### config.mk
export PLATFORM = sky130hd
export DESIGN_NAME = pipe_control_flat
export DESIGN_NICKNAME = d
export VERILOG_FILES = /design/src/rtl/pipe_control_if.sv /design/src/rtl/pipe_control.sv /design/src/flat_wrapper.sv
export SDC_FILE = /design/constraint.sdc
export NUM_CORES = 1
export LEC_CHECK = 0
export BUFFER_PORTS_ARGS = -buffer_cell sky130_fd_sc_hd__buf_2
export CORE_ASPECT_RATIO = 1.1
export CORE_MARGIN = 2
export CORE_UTILIZATION = 30
export CTS_CLUSTER_DIAMETER = 50
export CTS_CLUSTER_SIZE = 40
export DETAILED_ROUTE_END_ITERATION = 12
export GPL_TIMING_DRIVEN = 0
export SLEW_MARGIN = 20
export SYNTH_ARGS = -nofsm -noshare
export SYNTH_HDL_FRONTEND = slang
export SYNTH_SLANG_ARGS = --single-unit
### constraint.sdc
create_clock -name clk -period 2 [get_ports clk]
set_clock_uncertainty 0.2 [all_clocks]
set_input_delay 0.2 -clock clk [delete_from_list [all_inputs] [get_ports clk]]
set_output_delay 0.2 -clock clk [all_outputs]
set_load 0.005 [all_outputs]
### src/rtl/pipe_control_if.sv
// Handshake bundle between the ID stage and the pipelined main control unit.
// The master modport is the ID/EX side that drives the instruction; the slave is pipe_control.
interface pipe_control_if #(
  parameter int REG_ADDR_W = 5,
  parameter int OPCODE_W   = 7
);
  logic                  id_valid;
  logic [OPCODE_W-1:0]   id_opcode;
  logic [REG_ADDR_W-1:0] id_rs1;
  logic [REG_ADDR_W-1:0] id_rs2;
  logic [REG_ADDR_W-1:0] id_rd;
  logic                  ex_branch_taken;

  logic                  stall;
  logic                  flush;
  logic                  illegal;
  logic                  ex_valid;
  logic                  ex_alusrc;
  logic                  ex_branch;
  logic                  ex_jump;
  logic [1:0]            ex_aluop;
  logic                  mem_memread;
  logic                  mem_memwrite;
  logic                  wb_regwrite;
  logic                  wb_memtoreg;
  logic [REG_ADDR_W-1:0] wb_rd;
  logic [1:0]            fwd_a;
  logic [1:0]            fwd_b;

  modport master (
    output id_valid, id_opcode, id_rs1, id_rs2, id_rd, ex_branch_taken,
    input  stall, flush, illegal, ex_valid, ex_alusrc, ex_branch, ex_jump, ex_aluop,
           mem_memread, mem_memwrite, wb_regwrite, wb_memtoreg, wb_rd, fwd_a, fwd_b
  );

  modport slave (
    input  id_valid, id_opcode, id_rs1, id_rs2, id_rd, ex_branch_taken,
    output stall, flush, illegal, ex_valid, ex_alusrc, ex_branch, ex_jump, ex_aluop,
           mem_memread, mem_memwrite, wb_regwrite, wb_memtoreg, wb_rd, fwd_a, fwd_b
  );
endinterface

### src/rtl/pipe_control.sv
// Main control unit: opcode decode, ID/EX..MEM/WB control pipeline, hazard stall/flush.
// Define PIPE_CONTROL_FORWARD_EN to build the forwarding unit (load-use-only stalls).
module pipe_control #(
  parameter int REG_ADDR_W = 5,
  parameter int OPCODE_W   = 7
) (
  input logic           clk,
  input logic           rst,
  pipe_control_if.slave pc
);

  localparam logic [OPCODE_W-1:0] OP_R      = 7'b0110011;
  localparam logic [OPCODE_W-1:0] OP_I      = 7'b0010011;
  localparam logic [OPCODE_W-1:0] OP_LOAD   = 7'b0000011;
  localparam logic [OPCODE_W-1:0] OP_STORE  = 7'b0100011;
  localparam logic [OPCODE_W-1:0] OP_BRANCH = 7'b1100011;
  localparam logic [OPCODE_W-1:0] OP_JAL    = 7'b1101111;
  localparam logic [OPCODE_W-1:0] OP_JALR   = 7'b1100111;

  typedef struct packed {
    logic       valid;
    logic       regwrite;
    logic       alusrc;
    logic       memread;
    logic       memwrite;
    logic       memtoreg;
    logic       branch;
    logic       jump;
    logic [1:0] aluop;
  } ctrl_t;

  ctrl_t                 id_ctrl;
  logic                  id_known;
  logic                  use_rs1;
  logic                  use_rs2;

  ctrl_t                 ex_q;
  logic [REG_ADDR_W-1:0] ex_rd_q;
  logic                  mem_valid_q;
  logic                  mem_regwrite_q;
  logic                  mem_memread_q;
  logic                  mem_memwrite_q;
  logic                  mem_memtoreg_q;
  logic [REG_ADDR_W-1:0] mem_rd_q;
  logic                  wb_regwrite_q;
  logic                  wb_memtoreg_q;
  logic [REG_ADDR_W-1:0] wb_rd_q;

  logic                  hit_ex;
  logic                  hazard;
  logic                  flush_c;
  logic                  stall_c;

  function automatic logic rd_hit(input logic v, input logic rw,
                                  input logic [REG_ADDR_W-1:0] rd,
                                  input logic [REG_ADDR_W-1:0] rs);
    return v & rw & (rd != '0) & (rd == rs);
  endfunction

  always_comb begin
    id_ctrl  = '0;
    id_known = 1'b1;
    use_rs1  = 1'b0;
    use_rs2  = 1'b0;
    case (pc.id_opcode)
      OP_R: begin
        id_ctrl.regwrite = 1'b1;
        id_ctrl.aluop    = 2'b10;
        use_rs1          = 1'b1;
        use_rs2          = 1'b1;
      end
      OP_I: begin
        id_ctrl.regwrite = 1'b1;
        id_ctrl.alusrc   = 1'b1;
        id_ctrl.aluop    = 2'b11;
        use_rs1          = 1'b1;
      end
      OP_LOAD: begin
        id_ctrl.regwrite = 1'b1;
        id_ctrl.alusrc   = 1'b1;
        id_ctrl.memread  = 1'b1;
        id_ctrl.memtoreg = 1'b1;
        use_rs1          = 1'b1;
      end
      OP_STORE: begin
        id_ctrl.alusrc   = 1'b1;
        id_ctrl.memwrite = 1'b1;
        use_rs1          = 1'b1;
        use_rs2          = 1'b1;
      end
      OP_BRANCH: begin
        id_ctrl.branch   = 1'b1;
        id_ctrl.aluop    = 2'b01;
        use_rs1          = 1'b1;
        use_rs2          = 1'b1;
      end
      OP_JAL: begin
        id_ctrl.jump     = 1'b1;
        id_ctrl.regwrite = 1'b1;
      end
      OP_JALR: begin
        id_ctrl.jump     = 1'b1;
        id_ctrl.regwrite = 1'b1;
        id_ctrl.alusrc   = 1'b1;
        use_rs1          = 1'b1;
      end
      default: id_known = 1'b0;
    endcase
    // An invalid or unknown instruction must enter EX as a clean bubble.
    if (!(pc.id_valid && id_known)) begin
      id_ctrl = '0;
    end else begin
      id_ctrl.valid = 1'b1;
    end
  end

  assign hit_ex = (use_rs1 & rd_hit(ex_q.valid, ex_q.regwrite, ex_rd_q, pc.id_rs1)) |
                  (use_rs2 & rd_hit(ex_q.valid, ex_q.regwrite, ex_rd_q, pc.id_rs2));

`ifdef PIPE_CONTROL_FORWARD_EN
  assign hazard = id_ctrl.valid & ex_q.memread & hit_ex;
`else
  logic hit_mem;
  assign hit_mem = (use_rs1 & rd_hit(mem_valid_q, mem_regwrite_q, mem_rd_q, pc.id_rs1)) |
                   (use_rs2 & rd_hit(mem_valid_q, mem_regwrite_q, mem_rd_q, pc.id_rs2));
  assign hazard  = id_ctrl.valid & (hit_ex | hit_mem);
`endif

  // A taken branch kills the ID instruction, so its hazard is moot.
  assign flush_c = ex_q.valid & pc.ex_branch_taken;
  assign stall_c = hazard & ~flush_c;

  always_ff @(posedge clk) begin
    if (rst) begin
      ex_q           <= '0;
      ex_rd_q        <= '0;
      mem_valid_q    <= 1'b0;
      mem_regwrite_q <= 1'b0;
      mem_memread_q  <= 1'b0;
      mem_memwrite_q <= 1'b0;
      mem_memtoreg_q <= 1'b0;
      mem_rd_q       <= '0;
      wb_regwrite_q  <= 1'b0;
      wb_memtoreg_q  <= 1'b0;
      wb_rd_q        <= '0;
    end else begin
      if (stall_c || flush_c) begin
        ex_q    <= '0;
        ex_rd_q <= '0;
      end else begin
        ex_q    <= id_ctrl;
        ex_rd_q <= id_ctrl.valid ? pc.id_rd : '0;
      end
      mem_valid_q    <= ex_q.valid;
      mem_regwrite_q <= ex_q.regwrite;
      mem_memread_q  <= ex_q.memread;
      mem_memwrite_q <= ex_q.memwrite;
      mem_memtoreg_q <= ex_q.memtoreg;
      mem_rd_q       <= ex_rd_q;
      wb_regwrite_q  <= mem_regwrite_q;
      wb_memtoreg_q  <= mem_memtoreg_q;
      wb_rd_q        <= mem_rd_q;
    end
  end

`ifdef PIPE_CONTROL_FORWARD_EN
  logic [REG_ADDR_W-1:0] ex_rs1_q;
  logic [REG_ADDR_W-1:0] ex_rs2_q;
  logic                  wb_valid_q;
  logic [1:0]            fwd_a_c;
  logic [1:0]            fwd_b_c;

  // Unused source fields are stored as x0 so they can never match a producer.
  always_ff @(posedge clk) begin
    if (rst) begin
      ex_rs1_q   <= '0;
      ex_rs2_q   <= '0;
      wb_valid_q <= 1'b0;
    end else begin
      if (stall_c || flush_c || !id_ctrl.valid) begin
        ex_rs1_q <= '0;
        ex_rs2_q <= '0;
      end else begin
        ex_rs1_q <= use_rs1 ? pc.id_rs1 : '0;
        ex_rs2_q <= use_rs2 ? pc.id_rs2 : '0;
      end
      wb_valid_q <= mem_valid_q;
    end
  end

  always_comb begin
    fwd_a_c = 2'b00;
    fwd_b_c = 2'b00;
    if (ex_q.valid) begin
      if (rd_hit(mem_valid_q, mem_regwrite_q, mem_rd_q, ex_rs1_q))
        fwd_a_c = 2'b10;
      else if (rd_hit(wb_valid_q, wb_regwrite_q, wb_rd_q, ex_rs1_q))
        fwd_a_c = 2'b01;
      if (rd_hit(mem_valid_q, mem_regwrite_q, mem_rd_q, ex_rs2_q))
        fwd_b_c = 2'b10;
      else if (rd_hit(wb_valid_q, wb_regwrite_q, wb_rd_q, ex_rs2_q))
        fwd_b_c = 2'b01;
    end
  end

  assign pc.fwd_a = fwd_a_c;
  assign pc.fwd_b = fwd_b_c;
`else
  assign pc.fwd_a = 2'b00;
  assign pc.fwd_b = 2'b00;
`endif

  assign pc.stall        = stall_c;
  assign pc.flush        = flush_c;
  assign pc.illegal      = pc.id_valid & ~id_known;
  assign pc.ex_valid     = ex_q.valid;
  assign pc.ex_alusrc    = ex_q.alusrc;
  assign pc.ex_branch    = ex_q.branch;
  assign pc.ex_jump      = ex_q.jump;
  assign pc.ex_aluop     = ex_q.aluop;
  assign pc.mem_memread  = mem_memread_q;
  assign pc.mem_memwrite = mem_memwrite_q;
  assign pc.wb_regwrite  = wb_regwrite_q;
  assign pc.wb_memtoreg  = wb_memtoreg_q;
  assign pc.wb_rd        = wb_rd_q;

endmodule
### src/flat_wrapper.sv
// flat-port wrapper written by rule: the top's interface ports become plain ports
module pipe_control_flat 
#(
  parameter int REG_ADDR_W = 5,
  parameter int OPCODE_W   = 7
)
  (clk, rst, pc_id_valid, pc_id_opcode, pc_id_rs1, pc_id_rs2, pc_id_rd, pc_ex_branch_taken, pc_stall, pc_flush, pc_illegal, pc_ex_valid, pc_ex_alusrc, pc_ex_branch, pc_ex_jump, pc_ex_aluop, pc_mem_memread, pc_mem_memwrite, pc_wb_regwrite, pc_wb_memtoreg, pc_wb_rd, pc_fwd_a, pc_fwd_b);
  pipe_control_if #(.REG_ADDR_W(REG_ADDR_W), .OPCODE_W(OPCODE_W)) pc_i ();
  input logic clk;
  input logic rst;
  input wire logic [$bits(pc_i.id_valid)-1:0] pc_id_valid;
  input wire logic [$bits(pc_i.id_opcode)-1:0] pc_id_opcode;
  input wire logic [$bits(pc_i.id_rs1)-1:0] pc_id_rs1;
  input wire logic [$bits(pc_i.id_rs2)-1:0] pc_id_rs2;
  input wire logic [$bits(pc_i.id_rd)-1:0] pc_id_rd;
  input wire logic [$bits(pc_i.ex_branch_taken)-1:0] pc_ex_branch_taken;
  output wire logic [$bits(pc_i.stall)-1:0] pc_stall;
  output wire logic [$bits(pc_i.flush)-1:0] pc_flush;
  output wire logic [$bits(pc_i.illegal)-1:0] pc_illegal;
  output wire logic [$bits(pc_i.ex_valid)-1:0] pc_ex_valid;
  output wire logic [$bits(pc_i.ex_alusrc)-1:0] pc_ex_alusrc;
  output wire logic [$bits(pc_i.ex_branch)-1:0] pc_ex_branch;
  output wire logic [$bits(pc_i.ex_jump)-1:0] pc_ex_jump;
  output wire logic [$bits(pc_i.ex_aluop)-1:0] pc_ex_aluop;
  output wire logic [$bits(pc_i.mem_memread)-1:0] pc_mem_memread;
  output wire logic [$bits(pc_i.mem_memwrite)-1:0] pc_mem_memwrite;
  output wire logic [$bits(pc_i.wb_regwrite)-1:0] pc_wb_regwrite;
  output wire logic [$bits(pc_i.wb_memtoreg)-1:0] pc_wb_memtoreg;
  output wire logic [$bits(pc_i.wb_rd)-1:0] pc_wb_rd;
  output wire logic [$bits(pc_i.fwd_a)-1:0] pc_fwd_a;
  output wire logic [$bits(pc_i.fwd_b)-1:0] pc_fwd_b;
  assign pc_i.id_valid = pc_id_valid;
  assign pc_i.id_opcode = pc_id_opcode;
  assign pc_i.id_rs1 = pc_id_rs1;
  assign pc_i.id_rs2 = pc_id_rs2;
  assign pc_i.id_rd = pc_id_rd;
  assign pc_i.ex_branch_taken = pc_ex_branch_taken;
  assign pc_stall = pc_i.stall;
  assign pc_flush = pc_i.flush;
  assign pc_illegal = pc_i.illegal;
  assign pc_ex_valid = pc_i.ex_valid;
  assign pc_ex_alusrc = pc_i.ex_alusrc;
  assign pc_ex_branch = pc_i.ex_branch;
  assign pc_ex_jump = pc_i.ex_jump;
  assign pc_ex_aluop = pc_i.ex_aluop;
  assign pc_mem_memread = pc_i.mem_memread;
  assign pc_mem_memwrite = pc_i.mem_memwrite;
  assign pc_wb_regwrite = pc_i.wb_regwrite;
  assign pc_wb_memtoreg = pc_i.wb_memtoreg;
  assign pc_wb_rd = pc_i.wb_rd;
  assign pc_fwd_a = pc_i.fwd_a;
  assign pc_fwd_b = pc_i.fwd_b;
  pipe_control #(.REG_ADDR_W(REG_ADDR_W), .OPCODE_W(OPCODE_W)) u_core (.clk(clk), .rst(rst), .pc(pc_i));
endmodule
* Word-level counts from Yosys, hierarchy flattened *
Cells that the tools add are included.
W data, S select, Z words.

word-level totals
  register bits = 30
  input port bits = 26
  output and inout bits = 22
  word-level logic and storage cells = 73

operators by class
  eq/ne operators = 11
  multiplexer cells = 11
  bitwise gates (word level) = 22
  reductions and logical operators = 12

operators with widths
  cell                  count
  $eq A7 B7 Y1 const B  3
  $eq A5 B5 Y1          4
  $and A1 B1 Y1         16
  $eq A7 B6 Y1 const B  2
  $mux W1               10
  $reduce_bool A5 Y1    2
  $eq A7 B2 Y1 const B  1
  $eq A7 B5 Y1 const B  1
  $reduce_or A7 Y1      1
  $pmux W2 S3           1
  $reduce_or A3 Y1      2
  $reduce_or A6 Y1      1
  $reduce_or A5 Y1      1
  $reduce_or A2 Y1      2
  $reduce_or A4 Y1      1
  $not A1 Y1            3
  $or A1 B1 Y1          3
  $logic_and A1 B1 Y1   1
  $logic_or A1 B1 Y1    1

* Longest topological paths before layout *
Gate-level depths: netlist of the first run.

  word-level depth = 10
  mapped depth = 6
  mapped depth without buffers = 5

* Least setup slack after synthesis of the first run *
OpenSTA, ideal clock, no wires.

  kind = register -> output
  start = reg u_core.ex_rd_q[0]
  end = out pc_stall
  arrival = 1792 ps
  required time = 1600 ps
  path slack = -192 ps
  stages on the path, launching flop included = 6
  path buffers = 0
  cell sequence = dfxtp_1 > xnor2_1 > nand3_1 > or4_4 > a2111oi_4 > o31a_1

on the way
  longest elaborated chain between the ends = 8
  elaborated cells between the ends (all ways) = 12
  classes of those cells = eq/ne: 2; bitwise: 9; reduce/logical: 1

RTL lines
  item                                     RTL line                                  source
  start: declaration                       pipe_control.sv:38                        logic [REG_ADDR_W-1:0] ex_rd_q;
  start signal: assignment                 pipe_control.sv:152                       ex_rd_q <= id_ctrl.valid ? pc.id_rd : '0;
  $reduce_bool A5 Y1                       pipe_control.sv:57                        return v & rw & (rd != '0) & (rd == rs);
  $and A1 B1 Y1 (2 in series)              pipe_control.sv:57
  $and A1 B1 Y1, on equally long branches  pipe_control.sv:117, pipe_control.sv:118
  $or A1 B1 Y1 *                           pipe_control.sv:117                       assign hit_ex = (use_rs1 & rd_hit(ex_q.valid, ex_q.regwrite, ex_rd_q, pc.id_rs1)) |
  $or A1 B1 Y1 *                           pipe_control.sv:126                       assign hazard = id_ctrl.valid & (hit_ex | hit_mem);
  $and A1 B1 Y1 *                          pipe_control.sv:126
  $and A1 B1 Y1 *                          pipe_control.sv:131                       assign stall_c = hazard & ~flush_c;
  end: declaration                         flat_wrapper.sv:17                        output wire logic [$bits(pc_i.stall)-1:0] pc_stall;

Mark *: on every way between the ends. The rest lies on a longest branch, timed or not.

* Worst setup path in the final report of the first run *
  start = reg u_core.mem_rd_q[0]
  end = out pc_stall

on the way
  longest elaborated chain between the ends = 8
  elaborated cells between the ends (all ways) = 12
  classes of those cells = eq/ne: 2; bitwise: 9; reduce/logical: 1

RTL lines
  item                                     RTL line                                  source
  start: declaration                       pipe_control.sv:44                        logic [REG_ADDR_W-1:0] mem_rd_q;
  start signal: assignment                 pipe_control.sv:159                       mem_rd_q <= ex_rd_q;
  $reduce_bool A5 Y1                       pipe_control.sv:57
  $and A1 B1 Y1 (2 in series)              pipe_control.sv:57
  $and A1 B1 Y1, on equally long branches  pipe_control.sv:124, pipe_control.sv:125
  $or A1 B1 Y1 *                           pipe_control.sv:124                       assign hit_mem = (use_rs1 & rd_hit(mem_valid_q, mem_regwrite_q, mem_rd_q, pc.id_rs1)) |
  $or A1 B1 Y1 *                           pipe_control.sv:126
  $and A1 B1 Y1 *                          pipe_control.sv:126
  $and A1 B1 Y1 *                          pipe_control.sv:131

Marked as above.

==> metrics.txt, run 1 <==
status finished with violations; failing checks setup timing; RePlAce Congestion 0.816; Avg Cell Area, Syn approximately 9.7 sq um; Logic pwr share 9.4%; Synth Instances 145; clock share of power approximately 46%; top cell type's share of synthesized area 42.8%; Slew @ Worst Pin a little under 600 ps; Syn-to-layout area delta 52.9%; core area 0.00459 sq mm; FP Rows 26; Initial Util 30.6%; worst path required time 1600 ps; fin crit share 124%; largest area contributor in the netlist dfxtp_1; relative max-transition margin between 50% and 60%; met1 wire length 1.42 mm; Power, Total ~0.0013 W; initial drt markers 47; RSZ-0062 raised after global routing yes; PwrDens just over 600 mW/mm^2; Fin Setup TNS -2620 ps; CTS Sinks 30; P_int around 0.0010 W; number of routed nets with antenna violations 0; first-pass GRT wire length between 5 and 6 mm; synth unique cells 36; Sw Ratio 22.6%; Max-Cap Viols 0; Pre-antenna DRT Iters 4; Fillers 439; antenna violations before repair 0; Mapped Area between 0.001 and 0.0015 sq mm; fin worst setup slack -481 ps; YS warnings 0; post-DR vias/cell 4.51; Num CTS Buffers 5; critical path endpoint category output port; fraction of layout cells with a size suffix above 1 around 50%; per-cell routed wire length 12.3 um; Worst Hold Class in -> reg; NetSw 0.000300 W; die span in x around 70 um; Sequential Power Share between 40% and 50%; Post-Layout Cell Count 272; # port buffers 43; Hold Crit Start rst; Chip Height 75.7 um; number of primary I/O pins 48; dpl cells 247; Setup Viol. Count Final 15; CP Launch Type register; H-tree Lvls 2; Clock Pin Slew Worst Setup and Hold Paths 70 ps; CTS tree yes; critical path class reg -> out; Final Max Tran Viols 0; maximum root-to-sink buffer count 2; DP HPWL 2.39 mm; top cells by area, synth dfxtp_1, xnor2_1, nor2b_1, buf_4, nor2_1; ant diodes 0; Met3 Wirelength 153 um; # DRC 0; flops & latches, synth 30; FMAX 403 MHz; total track usage 13.1%; latest clock arrival within the worst-skew pair 280 ps; r2r startpoint u_core.ex_rd_q[0]$_SDFF_PP0_; total global routing overflow 0; root buf cell clkbuf_8; Die ar. 0.00524 sq mm; vias 1228; CP max FO 4; final net count 241; routed wl met2 between 1.5 and 2 mm; largest net degree at the start of global routing 12; Seq/Total Area, Yosys a little over two fifths; CP Launch Point u_core.mem_rd_q[0]$_SDFF_PP0_; vias in the first global route 1175; Worst EP arrival between 2000 and 2500 ps; DR top layer met4; fin crit period 2480 ps; endpoints failing hold 0; Max rail drop VDD 0.000327 V; leakage roughly 0.89 nW; Final Routed Wirelength roughly 3.3 mm
sequential cells by signal, summed over array words and instances (netlist names), 2 cells and up:
signal / count
u_core.ex_rd_q: 5
u_core.mem_rd_q: 5
u_core.pc.wb_rd: 5
u_core.ex_q: 3
u_core.pc.ex_aluop: 2
worst max-delay path, cell delays in order, from the launching register on:
cell and delay, ps:
dfxtp_4 350, or4_4 530, o211ai_1 240, or4_4 190, a2111oi_4 70, o31a_1 280
buf_2 130
cell families (layout without fill, tap and decap cells):
group | after synthesis | count (layout) | share of synthesized area (%)
AND/OR/NAND/NOR | 71 | 71 | 30.6
flip-flops | 30 | 30 | 42.8
buffers and inverters | 11 | 79 | 5.61
AO/OA/AOI/OAI | 12 | 12 | 8.29
other | 1 | 4 | 0.267
XOR/XNOR | 20 | 20 | 12.5
worst paths after layout:
kind | cells after the start | to | slack (ps)
hold / removal | 2 | u_core.mem_rd_q[1]$_SDFF_PP0_ | 20
setup / recovery | 6 | pc_stall | -480
setup reg to reg | 6 | u_core.pc.ex_jump$_SDFF_PP0_ | -180
hold reg to reg | 1 | u_core.pc.mem_memread$_SDFF_PP0_ | 240
through the flow:
stage | cell area (sq um) | hold slack (ps) | setup WS, ps | util (%)
global placement | 1720 | 223 | -366 | 37.5
global route | 2150 | 18.9 | -558 | 46.8
floorplan | 1440 | 64.2 | -79.6 | -
CTS | 1990 | 7.20 | -441 | 43.3
detailed placement | 1720 | 227 | -333 | 37.5
finish | 2150 | 15.0 | -481 | 46.8
area by class of cell:
class                   instances  area (sq um)  area share (%)
clock inverters                 3          45.0            2.10
plain buffers                   9          75.1            3.50
well taps                      56          70.1            3.26
inverters                       2          7.51           0.350
clock buffers                   5          68.8            3.21
multi-input cells             107           868            40.4
flip-flops and latches         30           628            29.3
repair buffers                 60           384            17.9
power by group through the flow:
stage | clock network [W] | registers, W | logic [W]
floorplan | 0 | 0.000614 | 0.0000569
global placement | 0 | 0.000614 | 0.000107
detailed placement | 0 | 0.000614 | 0.000107
CTS | 0.000622 | 0.000601 | 0.000119
global route | 0.000647 | 0.000593 | 0.000139
finish | 0.000607 | 0.000593 | 0.000124
cell usage in the layout, fill, tap and decap left out, types with 6 or more instances in the layout:
cell type,n
dfxtp_4,6
buf_2,43
nand2_1,6
xnor2_1,12
nor3_2,6
nor2b_1,16
nor2_1,9
buf_4,14
dfxtp_1,20
per-layer routing:
layer / vias to the layer above / GRT usage [%]
li1: 639 / -
met1: 546 / 14.7
met2: 36 / 23.2
met3: 7 / 3.70
met4: 0 / 6.97
met5: - / 0
cells in the mapped netlist, drive strengths merged:
master,count
dfxtp,30
nor2b,16
xnor2,16
nor2,11
buf,8
nor3,8
or4,7
nand2,6
nand3,5
nor3b,5
xor2,4
and2,2
inv,2
nand4,2
nor4,2
o211ai,2
o31a,2
a2111oi,1
a211o,1
a21boi,1
a21oi,1
and3,1
and3b,1
clkbuf,1
conb,1
nand2b,1
nand4b,1
nand4bb,1
o2111ai,1
o21a,1
o2bb2ai,1
o41ai,1
or3b,1
or4bb,1
repair_timing:
item,4_1_cts,5_1_grt
hold buffers,5,0
setup endpoints to repair,15,15
endpoints found under the hold margin,5,0
gates resized for setup,17,20
setup buffers,4,6
pin swaps,3,9
cloned,1,1
(Power assumes the default switching activity.)
==> inputs of run 2 (changes only) <==
- CORE_UTILIZATION: 30 -> 44
- PLACE_DENSITY: unset -> 0.74
- clock period: 2 -> 2.1 ns (I/O delays scaled with it)
==> run 2 against run 1 <==
Compared with the run above:
- the flow still finishes with violations (setup timing)
- global-route usage grew 7.2 points
- core utilization increased by 19 points
- critical path depth unchanged
- routed wire length up 7.2%
- count of clock-buffer cells in the layout rose by 2
- hold slack better by 4.3 ps
- combinational power hardly changed
- first-iteration DRC count is 36% lower
- setup slack gained 11 ps
- cell area down 5.9%
- non-clock buffer count stayed put
- critical path type unchanged
- highest routed layer unchanged
==> metrics.txt, run 2 (same netlist as run 1, synthesis figures left out) <==
status finished with violations; failing checks setup timing; fin worst setup slack -470 ps (+10.9 ps); # port buffers 43 (unchanged); Bufs and invs on worst path 1 (unchanged); Slew @ Worst Pin 863 ps (+267 ps); maximum root-to-sink buffer count 2 (unchanged); Clock Pin Slew Worst Setup and Hold Paths 100 ps (+30 ps); CP dominant cell by count or4_4; post-place setup slack -230 ps (+103 ps); Hold WS 19.4 ps (+4.34 ps); final instance area 0.00202 sq mm (-5.9%); Multi-input gate area 848 sq um (-2.3%); vias in the first global route 1311 (+12%); die span in x 57.9 um (-16%); CP max FO 3 (-1); Final Routed Wirelength 3.58 mm (+7.2%); initial drt markers 30 (-36%); CTS Sinks 30 (unchanged); endpoints failing hold 0 (unchanged); antenna violations before repair 0 (unchanged); FMAX between 300 and 400 MHz; CTS tree yes; Fillers 252 (-43%); FP Rows 21 (-19%); worst-path cell chain or4_4 > o211ai_1 > or4_4 > a2111oi_4 > o31a_1 > buf_2; Max stage delay on crit path 550 ps (+20 ps); Max rail drop VDD 0.000449 V (+37%); Worst Hold Class in -> reg; H-tree Lvls 2 (unchanged); core area 0.00305 sq mm (-34%); number of primary I/O pins 48 (unchanged); Chip Height 63.2 um (-17%); Top Usage Layer GRT met2; CP Launch Type register; number of routed nets with antenna violations 0 (unchanged); PwrDens 517 mW/mm^2 (-16%); fraction of layout cells with a size suffix above 1 46.3% (-4.2 points); Num CTS Buffers 5 (unchanged); first-pass GRT wire length 5.63 mm (+5.7%); met2 Usage GRT 35.1% (+12 points); Syn-to-layout area delta 43.9%; RSZ-0062 raised after global routing yes; Die ar. 0.00366 sq mm (-30%); Initial Util 46.1% (+15 points); family with the most delay on the worst path simple AND/OR/NAND/NOR gates; vias 1308 (+6.5%); fin crit period between 2000 and 3000 ps; commonest non-fill, non-tap cell in the layout buf_2; worst path required time 1690 ps (+90 ps); slowest stage cell, crit path or4_4; total track usage 20.3% (+7.2 points); fin crit share 122%; total global routing overflow 0 (unchanged); Final Max Tran Viols 0 (unchanged); commonest cells after routing, fill and taps aside buf_2, dfxtp_1, nor2b_1; Power, Total 0.00105 W (-21%); per-cell routed wire length 14.3 um (+17%); leakage 0.864 nW (-2.9%); ant diodes 0 (unchanged); Pre-antenna DRT Iters 4 (unchanged); root buf cell clkbuf_4; final net count 241 (unchanged); critical path class reg -> out; DP HPWL 2.39 mm (about the same); DP Area 0.00168 sq mm (-2.2%); Sequential cell area 616 sq um (-2.0%); # DRC 0 (unchanged); Max-Cap Viols 0 (unchanged); post-DR vias/cell 5.23 (+16%); RePlAce Congestion 0.902 (+11%); relative max-transition margin 41.7% (-18 points); Setup Viol. Count Final 15 (unchanged); Worst EP arrival 2160 ps (+80 ps); M3 GR Usage 5.75% (+2.0 points); met1 Use GR 20.3% (+5.5 points); largest net degree at the start of global routing 11 (-1); Fin Setup TNS -4990 ps (-2370 ps); critical path endpoint category output port; latest clock arrival within the worst-skew pair 330 ps (+50 ps)
## run 2: cell type report
class | instances | share of cell area, %
clock inverter | 1 | 0.248
timing repair buffer | 60 | 18.6
tap | 34 | 2.11
inverter | 2 | 0.372
sequential | 30 | 30.5
multi-input combinational | 107 | 42.0
clock buffer | 7 | 2.72
buffer | 9 | 3.53
## run 2: where the power goes
part | internal, W | switching, W
registers | 0.000568 | 0.00000203
clock network | 0.000162 | 0.000191
logic | 0.0000636 | 0.0000591
total | 0.000793 | 0.000252
## run 2: through the flow
step,cells,util [%]
5_1_grt,250,66.3
3_3_place_gp,225,55.3
4_1_cts,248,64.9
3_5_place_dp,225,55.3
2_1_floorplan,148,-
6_report,250,66.3
## run 2: what timing repair did
action | in CTS | in global routing
resized for setup | 25 | 5
pin swaps | 8 | 8
endpoints found under the hold margin | 12 | 0
cloned | 2 | 0
hold buffers | 7 | 0
buffers inserted | 6 | 2
setup endpoints to repair | 15 | 15
## run 2: routing by layer
layer	wire length, um	vias up
met5	0	-
met4	159	0
met3	199	13
met2	1900	48
met1	1320	605
li1	-	642
## run 2: worst paths after layout
path / end / cells past startpoint / start / slack, ps
worst max-delay path: pc_stall / 6 / u_core.ex_rd_q[0]$_SDFF_PP0_ / -470
worst max register to register: u_core.ex_rd_q[2]$_SDFF_PP0_ / 8 / u_core.ex_rd_q[0]$_SDFF_PP0_ / -430
worst min register to register: u_core.pc.mem_memread$_SDFF_PP0_ / 1 / u_core.ex_q[6]$_SDFF_PP0_ / 240
worst min-delay path: u_core.pc.ex_jump$_SDFF_PP0_ / 3 / pc_id_opcode[2] / 20
## run 2: worst reg2reg max path, delay by kind of cell (launching register included)
family,cells,cell delay [ps]
buf+inv,3,420
flops,1,370
simple gates,5,1460
==> inputs of run 3 (changes only) <==
- CORE_UTILIZATION: 44 -> 45
- GPL_TIMING_DRIVEN: 0 -> unset
- PLACE_DENSITY: 0.74 -> 0.73
- clock period: 2.1 -> 3.1 ns (I/O delays scaled with it)
==> run 3 against run 2 <==
Compared with the run above:
- core utilization shrank 9.4 points
- count of clock-buffer cells in the layout fell by 1
- via count shrank 9.9%
- die area fell by 2.1%
- non-clock buffer count decreased by 25
- flip-flop and latch count stayed put
- register-to-register slack gained 1300 ps
- critical path type unchanged
- the flow now finishes without violations
- clock power grew 16%
==> metrics.txt, run 3 (same netlist as run 1, synthesis figures left out) <==
first-pass GRT wire length 4.89 mm (-13%); Die ar. 0.00358 sq mm (-2.1%); largest net degree at the start of global routing 19 (+8); RSZ-0062 raised after global routing no; Sequential cell area 601 sq um (-2.4%); vias in the first global route 1103 (-16%); NetSw 0.000171 W (-32%); Max-Cap Viols 0 (unchanged); fin worst setup slack 348 ps (+818 ps); fraction of layout cells with a size suffix above 1 30.4% (-16 points); latest clock arrival within the worst-skew pair 330 ps (about the same); initial drt markers 27 (-10%); # port buffers 43 (unchanged); Setup Viol. Count Final 0 (-15); Finished Core Util 56.9% (-9.4 points); Final Routed Wirelength 2.90 mm (-19%); Worst EP arrival 2240 ps (+80 ps); critical path endpoint category output port; commonest non-fill, non-tap cell in the layout buf_2; CTS-repair resized insts 0 (-100%); commonest cells after routing, fill and taps aside buf_2, dfxtp_1, xnor2_1, nor2b_1, nor2_1; total global routing overflow 0 (unchanged); number of routed nets with antenna violations 0 (unchanged); Clock Pin Slew Worst Setup and Hold Paths 100 ps (about the same); FP Rows 21 (unchanged); Slew @ Worst Pin 555 ps (-308 ps); Worst Hold Class in -> reg; die span in x 57.3 um (-1.0%); H-tree Lvls 2 (unchanged); Pre-antenna DRT Iters 4 (unchanged); number of primary I/O pins 48 (unchanged); fin crit period 2750 ps; CTS Sinks 30 (unchanged); clock share of power 47.6% (+14 points); P_int 0.000689 W (-13%); final net count 216 (-10%); total track usage 17.6% (-2.7 points); antenna violations before repair 0 (unchanged); FMAX 363 MHz; Sequential Power Share 45.0% (-9.5 points); CP max FO 4 (+1); Fin Setup TNS 0 ps (+4990 ps); post-DR vias/cell 5.24 (+0.15%); worst path required time 2590 ps (+900 ps); critical path class reg -> out; Num CTS Buffers 5 (unchanged); CP Launch Type register; post-place setup slack 710 ps (+940 ps); Multi-input gate area 736 sq um (-13%); hold_buf cts 0 (-7); DP HPWL 2.24 mm (-6.1%); endpoints failing hold 0 (unchanged); Logic pwr share 7.4% (-4.3 points); R2R Setup Slk 830 ps (+1260 ps); vias 1179 (-9.9%); PwrDens 500 mW/mm^2 (-3.3%); Syn-to-layout area delta 22.5%; Chip Height 62.6 um (-1.0%); Sw Ratio 19.9% (-4.2 points); Fillers 285 (+13%); root buf cell clkbuf_4; status finished, final reports clean; # DRC 0 (unchanged); Setup Buffers After CTS 0 (-6); per-cell routed wire length 12.9 um (-9.9%); ant diodes 0 (unchanged); Power, Total 0.000861 W (-18%); maximum root-to-sink buffer count 2 (unchanged); relative max-transition margin 62.5% (+21 points); Final Max Tran Viols 0 (unchanged); CTS tree yes; RePlAce Congestion 0.865 (-4.1%); core area 0.00302 sq mm (-0.86%); leakage 0.723 nW (-16%); Max rail drop VDD 0.000582 V (+30%); fin crit share ~89%; Initial Util 46.5% (+0.40 points)
==> run 3: changes by cell type in the layout (fill, tap and decap cells not counted), moves of 5 or more <==
cell	before	now
dfxtp_2	6	0
nor3b_1	0	5
buf_6	6	0
nor3_1	0	8
nor3_2	7	0
nor3b_2	5	0
dfxtp_1	22	30
dlygate4sd3_1	7	0
buf_4	12	1
==> run 3: critical path, stage by stage, from the launching register on <==
cell and delay (ps):
dfxtp_1 370, or4_1 590, o211ai_1 240, or4_1 200, a2111oi_4 80, o31a_1 300
buf_2 130
==> run 3: power by group through the flow <==
stage          registers (W)  logic (W)  clock network [W]
5_1_grt             0.000388  0.0000710           0.000434
3_3_place_gp        0.000397  0.0000623                  0
3_5_place_dp        0.000396  0.0000633                  0
6_report            0.000388  0.0000636           0.000410
2_1_floorplan       0.000396  0.0000364                  0
4_1_cts             0.000388  0.0000636           0.000422
==> run 3: per-layer routing <==
layer | routed length [um] | GRT usage (%) | up-vias
met5 | 0 | 0 | -
li1 | - | - | 586
met3 | 181 | 5.80 | 6
met2 | 1380 | 28.0 | 43
met1 | 1270 | 20.8 | 544
met4 | 66 | 9.59 | 0
==> run 3: worst paths after layout <==
kind / from / end / cells past startpoint
max: u_core.mem_rd_q[0]$_SDFF_PP0_ / pc_stall / 6
min: pc_id_rd[1] / u_core.ex_rd_q[1]$_SDFF_PP0_ / 2
max reg2reg: u_core.mem_rd_q[1]$_SDFF_PP0_ / u_core.pc.ex_aluop[0]$_SDFF_PP0_ / 6
min reg2reg: u_core.ex_q[6]$_SDFF_PP0_ / u_core.pc.mem_memread$_SDFF_PP0_ / 1
==> run 3: layout make-up <==
class,count,share of cell area (%)
Clock inverter,2,3.49
Inverter,2,0.436
Tap cell,34,2.47
Multi-Input combinational cell,107,42.8
Clock buffer,6,2.98
Sequential cell,30,34.9
Timing Repair Buffer,44,12.9
==> run 3: through the flow <==
stage          cells  instance area (sq um)  hold WS (ps)
3_3_place_gp     217                   1610           221
4_1_cts          225                   1720          22.5
6_report         225                   1720          41.8
5_1_grt          225                   1720          32.1
2_1_floorplan    148                   1420           182
3_5_place_dp     217                   1610           241
